## src/rtl/rr_grant2.sv

```systemverilog
// Two-requester round-robin grant. On a conflict the prio port wins and
// prio then moves to whichever port was not granted.
module rr_grant2 (
  input  logic       clk,
  input  logic       rst,
  input  logic [1:0] req,
  output logic [1:0] gnt,
  output logic [1:0] busy
);

  logic prio_q;
  logic prio_d;

  always_comb begin
    gnt    = 2'b00;
    busy   = 2'b00;
    prio_d = prio_q;

    if (req == 2'b11) begin
      if (prio_q) begin
        gnt  = 2'b10;
        busy = 2'b01;
      end else begin
        gnt  = 2'b01;
        busy = 2'b10;
      end
    end else begin
      gnt = req;
    end

    // Hand preference to the port that did not get this grant.
    if (gnt[0]) begin
      prio_d = 1'b1;
    end else if (gnt[1]) begin
      prio_d = 1'b0;
    end
  end

  always_ff @(posedge clk or posedge rst) begin
    if (rst) begin
      prio_q <= 1'b0;
    end else begin
      prio_q <= prio_d;
    end
  end

endmodule

```

## src/rtl/mem_rr_arbiter.sv

```systemverilog
// Shares one single-port, 1-cycle-latency memory between two load/store
// requesters: grant mux, read-return routing and a saturating conflict counter.
module mem_rr_arbiter #(
  parameter int PORTW     = 32,
  parameter int ADDRWIDTH = 15,
  parameter int CNTW      = 16
) (
  input  logic                 clk,
  input  logic                 rst,
  input  logic [PORTW-1:0]     d_1,
  input  logic [PORTW-1:0]     d_2,
  input  logic [ADDRWIDTH-1:0] addr_1,
  input  logic [ADDRWIDTH-1:0] addr_2,
  input  logic                 en_1_x,
  input  logic                 en_2_x,
  input  logic                 wr_1_x,
  input  logic                 wr_2_x,
  input  logic [PORTW-1:0]     bit_wr_1_x,
  input  logic [PORTW-1:0]     bit_wr_2_x,
  output logic                 busy_1,
  output logic                 busy_2,
  output logic [PORTW-1:0]     q_1,
  output logic [PORTW-1:0]     q_2,
  output logic                 q_valid_1,
  output logic                 q_valid_2,
  output logic [PORTW-1:0]     d,
  output logic [ADDRWIDTH-1:0] addr,
  output logic                 en_x,
  output logic                 wr_x,
  output logic [PORTW-1:0]     bit_wr_x,
  input  logic [PORTW-1:0]     q,
  input  logic                 cnt_clr,
  output logic [CNTW-1:0]      conflict_cnt
);

  localparam logic PORT1 = 1'b0;
  localparam logic PORT2 = 1'b1;

  logic [1:0] req;
  logic [1:0] gnt;
  logic [1:0] busy;
  logic       sel;

  assign req = {~en_2_x, ~en_1_x};

  rr_grant2 u_grant (
    .clk  (clk),
    .rst  (rst),
    .req  (req),
    .gnt  (gnt),
    .busy (busy)
  );

  assign busy_1 = busy[0];
  assign busy_2 = busy[1];
  assign sel    = gnt[1] ? PORT2 : PORT1;

  // With no grant, port 1 drives the memory; its en_1_x is then high anyway.
  always_comb begin
    d        = d_1;
    addr     = addr_1;
    en_x     = en_1_x;
    wr_x     = wr_1_x;
    bit_wr_x = bit_wr_1_x;
    if (sel == PORT2) begin
      d        = d_2;
      addr     = addr_2;
      en_x     = en_2_x;
      wr_x     = wr_2_x;
      bit_wr_x = bit_wr_2_x;
    end
  end

  logic rd_pend_q;
  logic rd_pend_d;
  logic rd_owner_q;
  logic rd_owner_d;

  always_comb begin
    rd_pend_d  = (|gnt) & wr_x;
    rd_owner_d = sel;
  end

  assign q_1       = q;
  assign q_2       = q;
  assign q_valid_1 = rd_pend_q & (rd_owner_q == PORT1);
  assign q_valid_2 = rd_pend_q & (rd_owner_q == PORT2);

  logic [CNTW-1:0] conflict_cnt_q;
  logic [CNTW-1:0] conflict_cnt_d;

  always_comb begin
    conflict_cnt_d = conflict_cnt_q;
    if (cnt_clr) begin
      conflict_cnt_d = '0;
    end else if ((req == 2'b11) && (conflict_cnt_q != {CNTW{1'b1}})) begin
      conflict_cnt_d = conflict_cnt_q + CNTW'(1);
    end
  end

  assign conflict_cnt = conflict_cnt_q;

  always_ff @(posedge clk or posedge rst) begin
    if (rst) begin
      rd_pend_q      <= 1'b0;
      rd_owner_q     <= PORT1;
      conflict_cnt_q <= '0;
    end else begin
      rd_pend_q      <= rd_pend_d;
      rd_owner_q     <= rd_owner_d;
      conflict_cnt_q <= conflict_cnt_d;
    end
  end

endmodule
```

## config.mk

```make
export PLATFORM = sky130hd
export DESIGN_NAME = mem_rr_arbiter
export DESIGN_NICKNAME = d
export VERILOG_FILES = /design/src/rtl/rr_grant2.sv /design/src/rtl/mem_rr_arbiter.sv
export SDC_FILE = /design/constraint.sdc
export NUM_CORES = 1
export LEC_CHECK = 0
export ABC_AREA = 1
export CORE_AREA = 8 8 134 136
export DETAILED_ROUTE_END_ITERATION = 8
export DIE_AREA = 0 0 142 144
export DONT_BUFFER_PORTS = 1
export PLACE_DENSITY = 0.39
export RECOVER_POWER = 100
export SYNTH_ARGS = -nofsm -noshare
export SYNTH_HDL_FRONTEND = slang
export SYNTH_SLANG_ARGS = --single-unit
```

## constraint.sdc

```tcl
create_clock -name clk -period 2.2 [get_ports clk]
set_input_delay 0.33 -clock clk [delete_from_list [all_inputs] [get_ports clk]]
set_output_delay 0.33 -clock clk [all_outputs]
set_load 0.01 [all_outputs]
```

==> results.ini <==
[status]
status = completed

[worst_setup_path]
crit_buf_inv = 3
required_ns = 1.87
cpMostUsedCell = nand2_1
crit_family = simple AND/OR/NAND/NOR gates
crit_chain = inv_1 -> nand2_1 -> nand2_1 -> inv_1 -> buf_12 -> nand2_1 -> nand2_1
slowest_delay_ns = 0.32
cpMaxStageDelayCell = dfrtp_1
crit_path_max_fanout = 68
cp-end-kind = primary output
reg2reg_slack_ns = 0.38
critPathLaunchType = flop
critPathKind = flop to primary output
arrival_ns = 1.62

[synth]
synth_largest_area_cell = nand2_1
syn_area_um2 = 2660
synth_area_leaders = nand2_1 43%, buf_4 18%, dfrtp_1 18%
synth_common_cells = 305 x nand2_1, 64 x buf_4, 26 x inv_1
synth_nets = 702
synth_cell_types = 22
syn_inst = 504
synth.most_common_cell = nand2_1
yosys_warnings = 0
async_reset_ff_share_pct = 100
ys_ff_latch = 19
yosysSeqAreaShare_pct = 17.9
synth_ff_type = dfrtp_1
synth-edff-count = 0
syn_avg_cell_area_um2 = 5.28
synth_top_cell_area_share_pct = 43.0

[drt]
drc = 0
final_antenna_net_count = 0
wl_um = 11500
drtPass1Iterations = 4
drtIter0Drc = 160
vias_per_cell = 4.10
vias = 2695
routedWlPerCell_um = 17.5

[placement]
io_buffers = 0
hpwl_um = 10100
place_congestion = 0.776

[sta]
hold_violations = 0
fmaxAchievable_ghz = 0.514
post-route-min-period_ns = 1.95
slew_headroom_pct = 48.9
rsz0062_at_grt = no
final_max_slew_viol_count = 0
worst_pin_slew_ns = 0.766
finalClockSkew_ns = 0.00144
finalSetupViolCount = 0
finalCritPeriodShare_pct = 88.4
tns_ns = 0

[floorplanning]
die_y_um = 144
ios = 362
rows = 47
start_util_pct = 16.6
chipWidth_um = 142
die_area_um2 = 20400
core_area_um2 = 16100

[grt]
grt_util_all_layers_pct = 9.89
grt_pass1_vias = 2824
antenna_found_initial = 0
grt_max_degree = 69
gr-total-overflow = 0
grt_pass1_wl_um = 15600

[clock_tree]
clock_tree.root_cell = clkbuf_16
h-tree-depth = 1
clock_sinks = 19
hold_buffers = 0
path_clk_slew_ns = 0.06
clockBufferDepth = 2
post_cts_resized = 0
clk_latency_ns = 0.25
post_cts_buffers = 0
cts_made_buffers = 3
cts_tree = done

[power]
p_leak_nw = 1.44
power_density_nw_per_um2 = 452
ir_drop_mv = 0.229

[finish]
final_core_util_pct = 15.8
drive_above_1_share_pct = 3.89
antennaDiodeCount = 0
synthToLayoutAreaGrowth_pct = -4.61
nets = 636

[min_path]
hp-class = input pin to async pin

[flow_run]
cap_violations = 0

## registers in the layout, summed over array words and instances, names as in the netlist
register        count
rd_pend_q           1
u_grant.prio_q      1
rd_owner_q          1
conflict_cnt       16
## layer usage
layer  up-vias  global-route usage, %  routed length (um)
met5         -                      0                   0
met4         0                   2.04                 129
met3        10                   6.60                1630
met2       214                   15.2                5380
met1      1147                   11.1                4380
li1       1324                      -                   -
## cell families after synthesis
group	count (synthesis)	synth area share (%)
AOI/OAI and AO/OA	8	1.50
xor gates and xnor gates	3	0.987
adders and majority gates	1	0.470
buffers and inverters	111	25.2
DFF	19	17.9
and+or+nand+nor	362	54.0
## metrics by stage
stage	instances	total power [mW]	area (um^2)	hold slack, ns	setup WS, ns
after floorplan	504	0.798	2660	0.281	0.676
after global placement	653	0.783	2490	0.411	0.486
after detailed placement	653	0.782	2490	0.417	0.458
after CTS	657	1.18	2570	0.144	0.292
after global routing	657	1.23	2540	0.188	0.0967
final	657	1.15	2540	0.100	0.254
## path summary, 6_finish.rpt
| kind | from | endpoint | cells past startpoint |
|---|---|---|---|
| min reg2reg | u_grant.prio_q | u_grant.prio_q | 4 |
| max reg2reg | conflict_cnt[11] | conflict_cnt[12] | 9 |
| min in group clk | en_2_x | u_grant.prio_q | 2 |
| max in group asynchronous | rst | conflict_cnt[14] | 1 |
| max | u_grant.prio_q | d[11] | 7 |
| min | rst | rd_owner_q | 1 |
## power breakdown
part | leakage [nW] | total (mW) | internal, mW | switching (mW)
logic | 1.15 | 0.394 | 0.0934 | 0.301
registers | 0.258 | 0.365 | 0.359 | 0.00676
clock network | 0.0382 | 0.388 | 0.247 | 0.141
total | 1.44 | 1.15 | 0.699 | 0.448
## layout by cell type (no fill, tap or decap), types with 3 or more instances in the layout
cell / n
nor2_1: 24
clkbuf_16: 3
buf_4: 4
nand4_1: 8
inv_1: 27
nand2_1: 306
nand2_2: 3
dfrtp_1: 19
o21ai_0: 5
nor2_4: 3
nand3_1: 16
clkbuf_1: 7
## cell type report
cell class	count	area, um^2
tap	220	275
fill	1882	13500
sequential	19	475
timing repair buffer	12	92.6
inverter	28	105
clock buffer	4	78.8
multi-input combinational	374	1510
Power figures use the tool's default switching activity.
